File: src/rtl/mod4_dir_decoder.sv
// mod4_dir_decoder: recovers the direction bit of a 2-bit reversible mod-4
// counter from successive samples of its state. A sample is taken on every
// debounced release of a push-button. The decoder also keeps a signed step
// position and a sticky flag for illegal (two-step) jumps.
// Optional feature macro: STEP_HIST_EN adds a 4-bit history of decoded
// direction bits on output hist (newest in hist[0]).
module mod4_dir_decoder #(
  parameter int DEB_CYCLES = 1_000_000,
  parameter int POS_W      = 8
) (
  input  logic                    clk,
  input  logic                    rst,
  input  logic [1:0]              y_in,
  input  logic                    btn_sample,
  output logic                    x_out,
  output logic                    valid,
  output logic                    stall,
  output logic                    err,
  output logic signed [POS_W-1:0] pos,
  output logic [1:0]              cur_state,
  output logic                    sample_pulse
`ifdef STEP_HIST_EN
  ,
  output logic [3:0]              hist
`endif
);

  localparam int               CNT_W    = $clog2(DEB_CYCLES);
  localparam logic [CNT_W-1:0] DEB_LAST = CNT_W'(DEB_CYCLES - 1);
  localparam logic [CNT_W-1:0] CNT_ONE  = CNT_W'(1);
  localparam logic [POS_W-1:0] POS_ONE  = POS_W'(1);

  typedef enum logic {
    EMPTY,
    TRACK
  } state_t;

  state_t state_q, state_d;

  logic [1:0]       y_meta, y_sync;
  logic             btn_meta, btn_sync;
  logic             btn_deb;
  logic [CNT_W-1:0] deb_cnt;
  logic             fall;

  logic                    x_d, valid_d, stall_d, err_d, pulse_d;
  logic signed [POS_W-1:0] pos_d;
  logic [1:0]              cur_d;
  logic [1:0]              step;
`ifdef STEP_HIST_EN
  logic [3:0]              hist_d;
`endif

  // Two-flop synchronizers for the asynchronous counter state and button
  always_ff @(posedge clk) begin
    if (rst) begin
      y_meta   <= 2'b00;
      y_sync   <= 2'b00;
      btn_meta <= 1'b0;
      btn_sync <= 1'b0;
    end else begin
      y_meta   <= y_in;
      y_sync   <= y_meta;
      btn_meta <= btn_sample;
      btn_sync <= btn_meta;
    end
  end

  // Debounce: accept a new level only after it has differed long enough;
  // the release (1->0) of the accepted level becomes the one-cycle fall event
  always_ff @(posedge clk) begin
    if (rst) begin
      btn_deb <= 1'b0;
      deb_cnt <= '0;
      fall    <= 1'b0;
    end else begin
      fall <= 1'b0;
      if (btn_sync == btn_deb) begin
        deb_cnt <= '0;
      end else if (deb_cnt == DEB_LAST) begin
        btn_deb <= btn_sync;
        deb_cnt <= '0;
        fall    <= btn_deb;
      end else begin
        deb_cnt <= deb_cnt + CNT_ONE;
      end
    end
  end

  // Next-state and output decode for each accepted sample
  always_comb begin
    state_d = state_q;
    x_d     = x_out;
    valid_d = valid;
    stall_d = stall;
    err_d   = err;
    pos_d   = pos;
    cur_d   = cur_state;
    pulse_d = 1'b0;
    step    = y_sync - cur_state;
`ifdef STEP_HIST_EN
    hist_d  = hist;
`endif
    if (fall) begin
      pulse_d = 1'b1;
      cur_d   = y_sync;
      stall_d = 1'b0;
      case (state_q)
        EMPTY: begin
          state_d = TRACK;
        end
        TRACK: begin
          case (step)
            2'd1: begin
              x_d     = 1'b0;
              pos_d   = pos + POS_ONE;
              valid_d = 1'b1;
`ifdef STEP_HIST_EN
              hist_d  = {hist[2:0], 1'b0};
`endif
            end
            2'd3: begin
              x_d     = 1'b1;
              pos_d   = pos - POS_ONE;
              valid_d = 1'b1;
`ifdef STEP_HIST_EN
              hist_d  = {hist[2:0], 1'b1};
`endif
            end
            2'd0: begin
              stall_d = 1'b1;
            end
            default: begin
              err_d   = 1'b1;
              valid_d = 1'b0;
            end
          endcase
        end
        default: begin
          state_d = EMPTY;
        end
      endcase
    end
  end

  // State and output registers
  always_ff @(posedge clk) begin
    if (rst) begin
      state_q      <= EMPTY;
      x_out        <= 1'b0;
      valid        <= 1'b0;
      stall        <= 1'b0;
      err          <= 1'b0;
      pos          <= '0;
      cur_state    <= 2'b00;
      sample_pulse <= 1'b0;
`ifdef STEP_HIST_EN
      hist         <= 4'b0000;
`endif
    end else begin
      state_q      <= state_d;
      x_out        <= x_d;
      valid        <= valid_d;
      stall        <= stall_d;
      err          <= err_d;
      pos          <= pos_d;
      cur_state    <= cur_d;
      sample_pulse <= pulse_d;
`ifdef STEP_HIST_EN
      hist         <= hist_d;
`endif
    end
  end

endmodule

File: config.mk
export PLATFORM = sky130hd
export DESIGN_NAME = mod4_dir_decoder
export DESIGN_NICKNAME = d
export VERILOG_FILES = /design/src/rtl/mod4_dir_decoder.sv
export SDC_FILE = /design/constraint.sdc
export NUM_CORES = 1
export LEC_CHECK = 0
export CAP_MARGIN = 15
export CORE_UTILIZATION = 50
export CTS_CLUSTER_SIZE = 28
export DETAILED_ROUTE_END_ITERATION = 12
export PLACE_DENSITY = 0.78
export SYNTH_ARGS = -nofsm -noshare
export SYNTH_HDL_FRONTEND = slang
export SYNTH_SLANG_ARGS = --single-unit
File: constraint.sdc
create_clock -name clk -period 2.4 [get_ports clk]
set_input_delay 0.24 -clock clk [delete_from_list [all_inputs] [get_ports clk]]
set_output_delay 0.24 -clock clk [all_outputs]
set_load 0.1 [all_outputs]
**Word level (Yosys, flattened, before mapping)**

Cells that the tools add are included.

- Register bits after elaboration: 44
- Output and inout bits: 15
- Word-level logic and storage cells: 43

- Add/sub/neg operators: 4
- Equality and inequality tests: 4
- Muxes and demuxes: 6
- Bitwise gates (word level): 4
- Reduce and logical (&&, ||, !) cells: 10

Operators by type and width:

| kind | number |
|---|---|
| 20-bit by 1-bit adder with 20-bit output (second input constant) | 1 |
| 20-bit == test (second input constant) | 1 |
| 8-bit case mux with 2 select lines | 1 |
| 3-bit AND reduction | 3 |
| 3-bit OR reduction | 3 |
| 8-bit by 1-bit adder with 8-bit output (second input constant) | 1 |
| 8-bit by 1-bit subtractor with 8-bit output (second input constant) | 1 |
| 1-bit inverter | 4 |
| 1-bit case mux with 2 select lines | 2 |
| 1-bit two-way mux | 3 |
| 2-bit by 1-bit == test with 1-bit output (second input constant) | 1 |
| 2-bit == test (second input constant) | 1 |
| 2-bit logical NOT | 1 |
| 2-bit AND reduction | 1 |
| 2-bit nonzero test | 1 |
| 2-bit OR reduction | 1 |
| 2-bit subtractor | 1 |
| 1-bit == test | 1 |

**Longest topological paths before layout**

Gate-level depths: netlist (run 1).

- Depth after elaboration: 5
- Mapped depth: 10
- Mapped depth without buffers: 10

**Worst setup path before layout (run 1)**

OpenSTA, ideal clock, no wires.

- Path kind: register to register
- From: register cur_state[1]
- To: register pos[4]
- Setup time: 0.121 ns
- Arrival: 2.926 ns
- Path slack: -0.647 ns
- Cell stages (with the launch flop): 9
- Path buffers: 0
- Clock period less this slack: 3.047 ns
- Cells stage by stage: dfxtp_1 -> xnor3_1 -> nor2_2 -> xor2_1 -> ha_1 -> nor4_1 -> nand2_1 -> mux2i_1 -> mux2_2

- Cells in the longest elaborated chain, start to end: 4
- Elaborated cells between the ends (all ways): 6

Ends and longest elaborated chain:

| item | line | text |
|---|---|---|
| start, declared | 20 | `output logic [1:0] cur_state,` |
| start signal, assigned | 167 | `cur_state <= cur_d;` |
| 2-bit subtractor (*) | 100 | `step = y_sync - cur_state;` |
| 2-bit == test or 2-bit by 1-bit == test with 1-bit output (tied branches) | 113 | `case (step)` |
| 2-bit nonzero test (no line) | - |  |
| 3-bit AND reduction (no line) | - |  |
| end signal, assigned | 166 | `pos <= pos_d;` |
| end, declared | 19 | `output logic signed [POS_W-1:0] pos,` |

Every way passes the cells marked *; elsewhere a longest branch is shown, timed or not.
A chain may end at the register's enable or synchronous reset.

**Worst setup path after layout (run 1)**

- From: register y_sync[0]
- To: register pos[4]

- Cells in the longest elaborated chain, start to end: 4
- Elaborated cells between the ends (all ways): 6

Ends and longest elaborated chain:

| item | line | text |
|---|---|---|
| start, declared | 40 | `logic [1:0] y_meta, y_sync;` |
| start signal, assigned | 63 | `y_sync <= y_meta;` |
| 2-bit subtractor (*) | 100 |  |
| 2-bit == test or 2-bit by 1-bit == test with 1-bit output (tied branches) | 113 |  |
| 2-bit nonzero test (no line) | - |  |
| 3-bit AND reduction (no line) | - |  |

Marks and branches as above.

==> results of run 1 <==
-- state kept, by name (all words and copies together) (netlist names) --
register	count
btn_sync	1
btn_meta	1
btn_deb	1
pos	8
state_q	1
cur_state	2
x_out	1
fall	1
err	1
y_meta	2
stall	1
y_sync	2
valid	1
sample_pulse	1
deb_cnt	20
-- power by group --
part	total [mW]	internal, mW	switching, mW
logic	0.0328	0.0159	0.0169
registers	0.735	0.732	0.00277
clock network	0.489	0.233	0.256
-- through the flow --
step	hold WS (ns)	setup TNS (ns)	total power, mW	instance area, sq um	util (%)
final	0.446	0	1.26	2350	62.4
after global routing	0.465	0	1.31	2350	62.4
after CTS	0.454	0	1.28	2350	62.4
after detailed placement	0.426	0	0.785	2260	59.9
after global placement	0.422	0	0.785	2260	59.9
after floorplan	0.368	-0.0173	0.771	2050	-
-- worst max path at each step --
stage / from / end / slack (ns)
after floorplan: cur_state[1] / pos[4] / -0.02
after global placement: y_sync[0] / pos[4] / 0.32
after detailed placement: y_sync[0] / pos[4] / 0.25
after CTS: y_sync[0] / pos[4] / 0.23
after global routing: y_sync[0] / pos[4] / 0.11
final: y_sync[0] / pos[4] / 0.23
-- cells in the final DEF, fill, tap and decap left out, drive strengths merged --
cell           instances
mux2i                  7
and3                   3
mux2                   7
and3b                  1
or4                    8
o41ai                  1
nor3                   7
nand3b                 2
ha                     3
xor2                   5
o21ai                  4
nand3                 11
a31o                   1
xnor3                  1
nor4b                  2
nand2                 11
buf                   20
nor2                  34
nand4                  8
clkdlybuf4s50          4
xnor2                  9
nor4                   6
nand2b                 1
or2                    1
a21oi                 13
or3                    2
nor2b                 13
or3b                   1
clkinvlp               2
o31ai                  4
clkbuf                 6
dfxtp                 44
inv                    6
or4b                   2
-- cell families after synthesis --
| group | after synthesis | share of synthesized area (%) |
|---|---|---|
| buf+inv | 16 | 3.20 |
| xor+xnor | 15 | 7.13 |
| fa+ha+maj | 3 | 1.84 |
| simple gates | 113 | 30.2 |
| mux | 14 | 7.31 |
| flops | 44 | 43.3 |
| compound gates | 23 | 7.07 |
-- per-layer routing --
metal / wire, microns / up-vias / global-route usage [%]
li1: - / 843 / -
met1: 1850 / 752 / 23.1
met2: 1630 / 24 / 30.6
met3: 142 / 5 / 5.86
met4: 40 / 0 / 8.15
met5: 0 / - / 0
-- cell type report --
class                      count  area [sq um]
fill                         327          1420
multi-input combinational    168          1100
sequential                    44           888
timing repair buffer          24           190
clock buffer                   6          82.6
tap                           48          60.1
inverter                       6          22.5
clock inverter                 2          15.0
-- worst max-delay path: stages (launching register included) --
cell,delay [ns]
dfxtp_1,0.34
inv_1,0.05
ha_1,0.17
xnor3_2,0.29
nor2_4,0.05
xor2_1,0.14
ha_1,0.24
nor4_1,0.21
nand2_1,0.08
mux2i_1,0.15
mux2_2,0.34
==> impl_metrics.tcl, run 1 <==
set metrics [dict create \
    status "finished, final reports clean" \
    worst_pin_slew_ns 0.350 \
    synth.most_common_cell "dfxtp_1" \
    fin_nets 257 \
    coreArea_sq_um 3770 \
    ys_types 38 \
    area_delta_synth_final_pct 15.7 \
    post_cts_resize_count 0 \
    synth.cell_area_sq_um 2040 \
    path_max_fanout 5 \
    die_h_microns 65.8 \
    dp_slack_ns 0.252 \
    fin_cells 298 \
    postCtsHoldBufs 0 \
    arrival_ns 2.37 \
    dr.pass1.iters 4 \
    grt_setup_unrepaired "no" \
    clockBufferDepth 2 \
    cp.required_ns 2.60 \
    yosysSeqAreaShare_pct 43.3 \
    initial_core_util_pct 54.0 \
    synthCells 228 \
    cts_made_buffers 5 \
    clock_latency_ns 0.30 \
    period_minus_slack_ns 2.17 \
    gp_congestion 0.802 \
    portBuffers 19 \
    vias 1624 \
    power.density_nw_per_um2 534 \
    synth_area_leader_cell "dfxtp_1" \
    post-cts-setup-buffers 0 \
    grt_pass1_vias 1480 \
    post-route-period-util_pct 90.3 \
    ys_warn_count 0 \
    layout_setup_ws_ns 0.234 \
    syn_nets 236 \
    min_path_type "register to register" \
    synth.area.top_cells "dfxtp_1, nor2_1, nor2b_1" \
    drt_iter0_drc 91 \
    viasPerCell 5.45 \
    post_synth.cell_area_avg_sq_um 8.93 \
    dpl.hpwl_mm 2.54 \
    end_kind "register" \
    synthFlopType "dfxtp_1" \
    antenna_found_initial 0 \
    ios 20 \
    grt_max_degree 20 \
    die_x_microns 65.8 \
    r2r_cells 10 \
    drive_gt1_share_pct 17.2 \
    root_buffer "clkbuf_8" \
    cts_tree "done" \
    drc 0 \
    htree_num_levels 2 \
    drtAntennaViolNets 0 \
    dieArea_sq_um 4330 \
    slew_headroom_pct 76.5 \
    netlist.area_leader.share_pct 43.3 \
    cp-start-kind "register" \
    finClkSkew_ns 0.0126 \
    drv_slew 0 \
    min_path_cells 1 \
    hold_end "y_sync[1]" \
    drv_cap 0 \
    fmax_mhz 462 \
    async_reset_ff_share_pct 0 \
    hold_violations 0 \
    num_rows 22 \
    vdd_drop_max_uv 405 \
    p_leak_nw 0.806 \
    finalSetupViolCount 0 \
    wire_per_inst_microns 12.3 \
    r2r_setup_slack_ns 0.23 \
    drt_wl_total_mm 3.66 \
    min_from "y_meta[1]" \
    reg2reg_from "y_sync[0]" \
    grt.overflow.total 0 \
    synth_edf_count 0 \
    r2r-end "pos[4]" \
    dpl.cell_count 290 \
    synth-seq-cells 44 \
    grt_use_total_pct 19.0 \
    path_class "register to register" \
    clkTransAtPathRegs_ns 0.09 \
    grt_first_pass_wirelength_mm 6.30 \
    yosys-top-cells-count "dfxtp_1, nor2_1, a21oi_1, nor2b_1" \
    diodes 0 \
    cts_sinks 44 \
]
Note: power is estimated with default switching activity, not from simulation.
==> run 2, diff against run 1 <==
- SKIP_LAST_GASP: default -> 1
==> results of run 2 <==
Same layout as run 1: the final DEF is identical, and so are final timing and power.
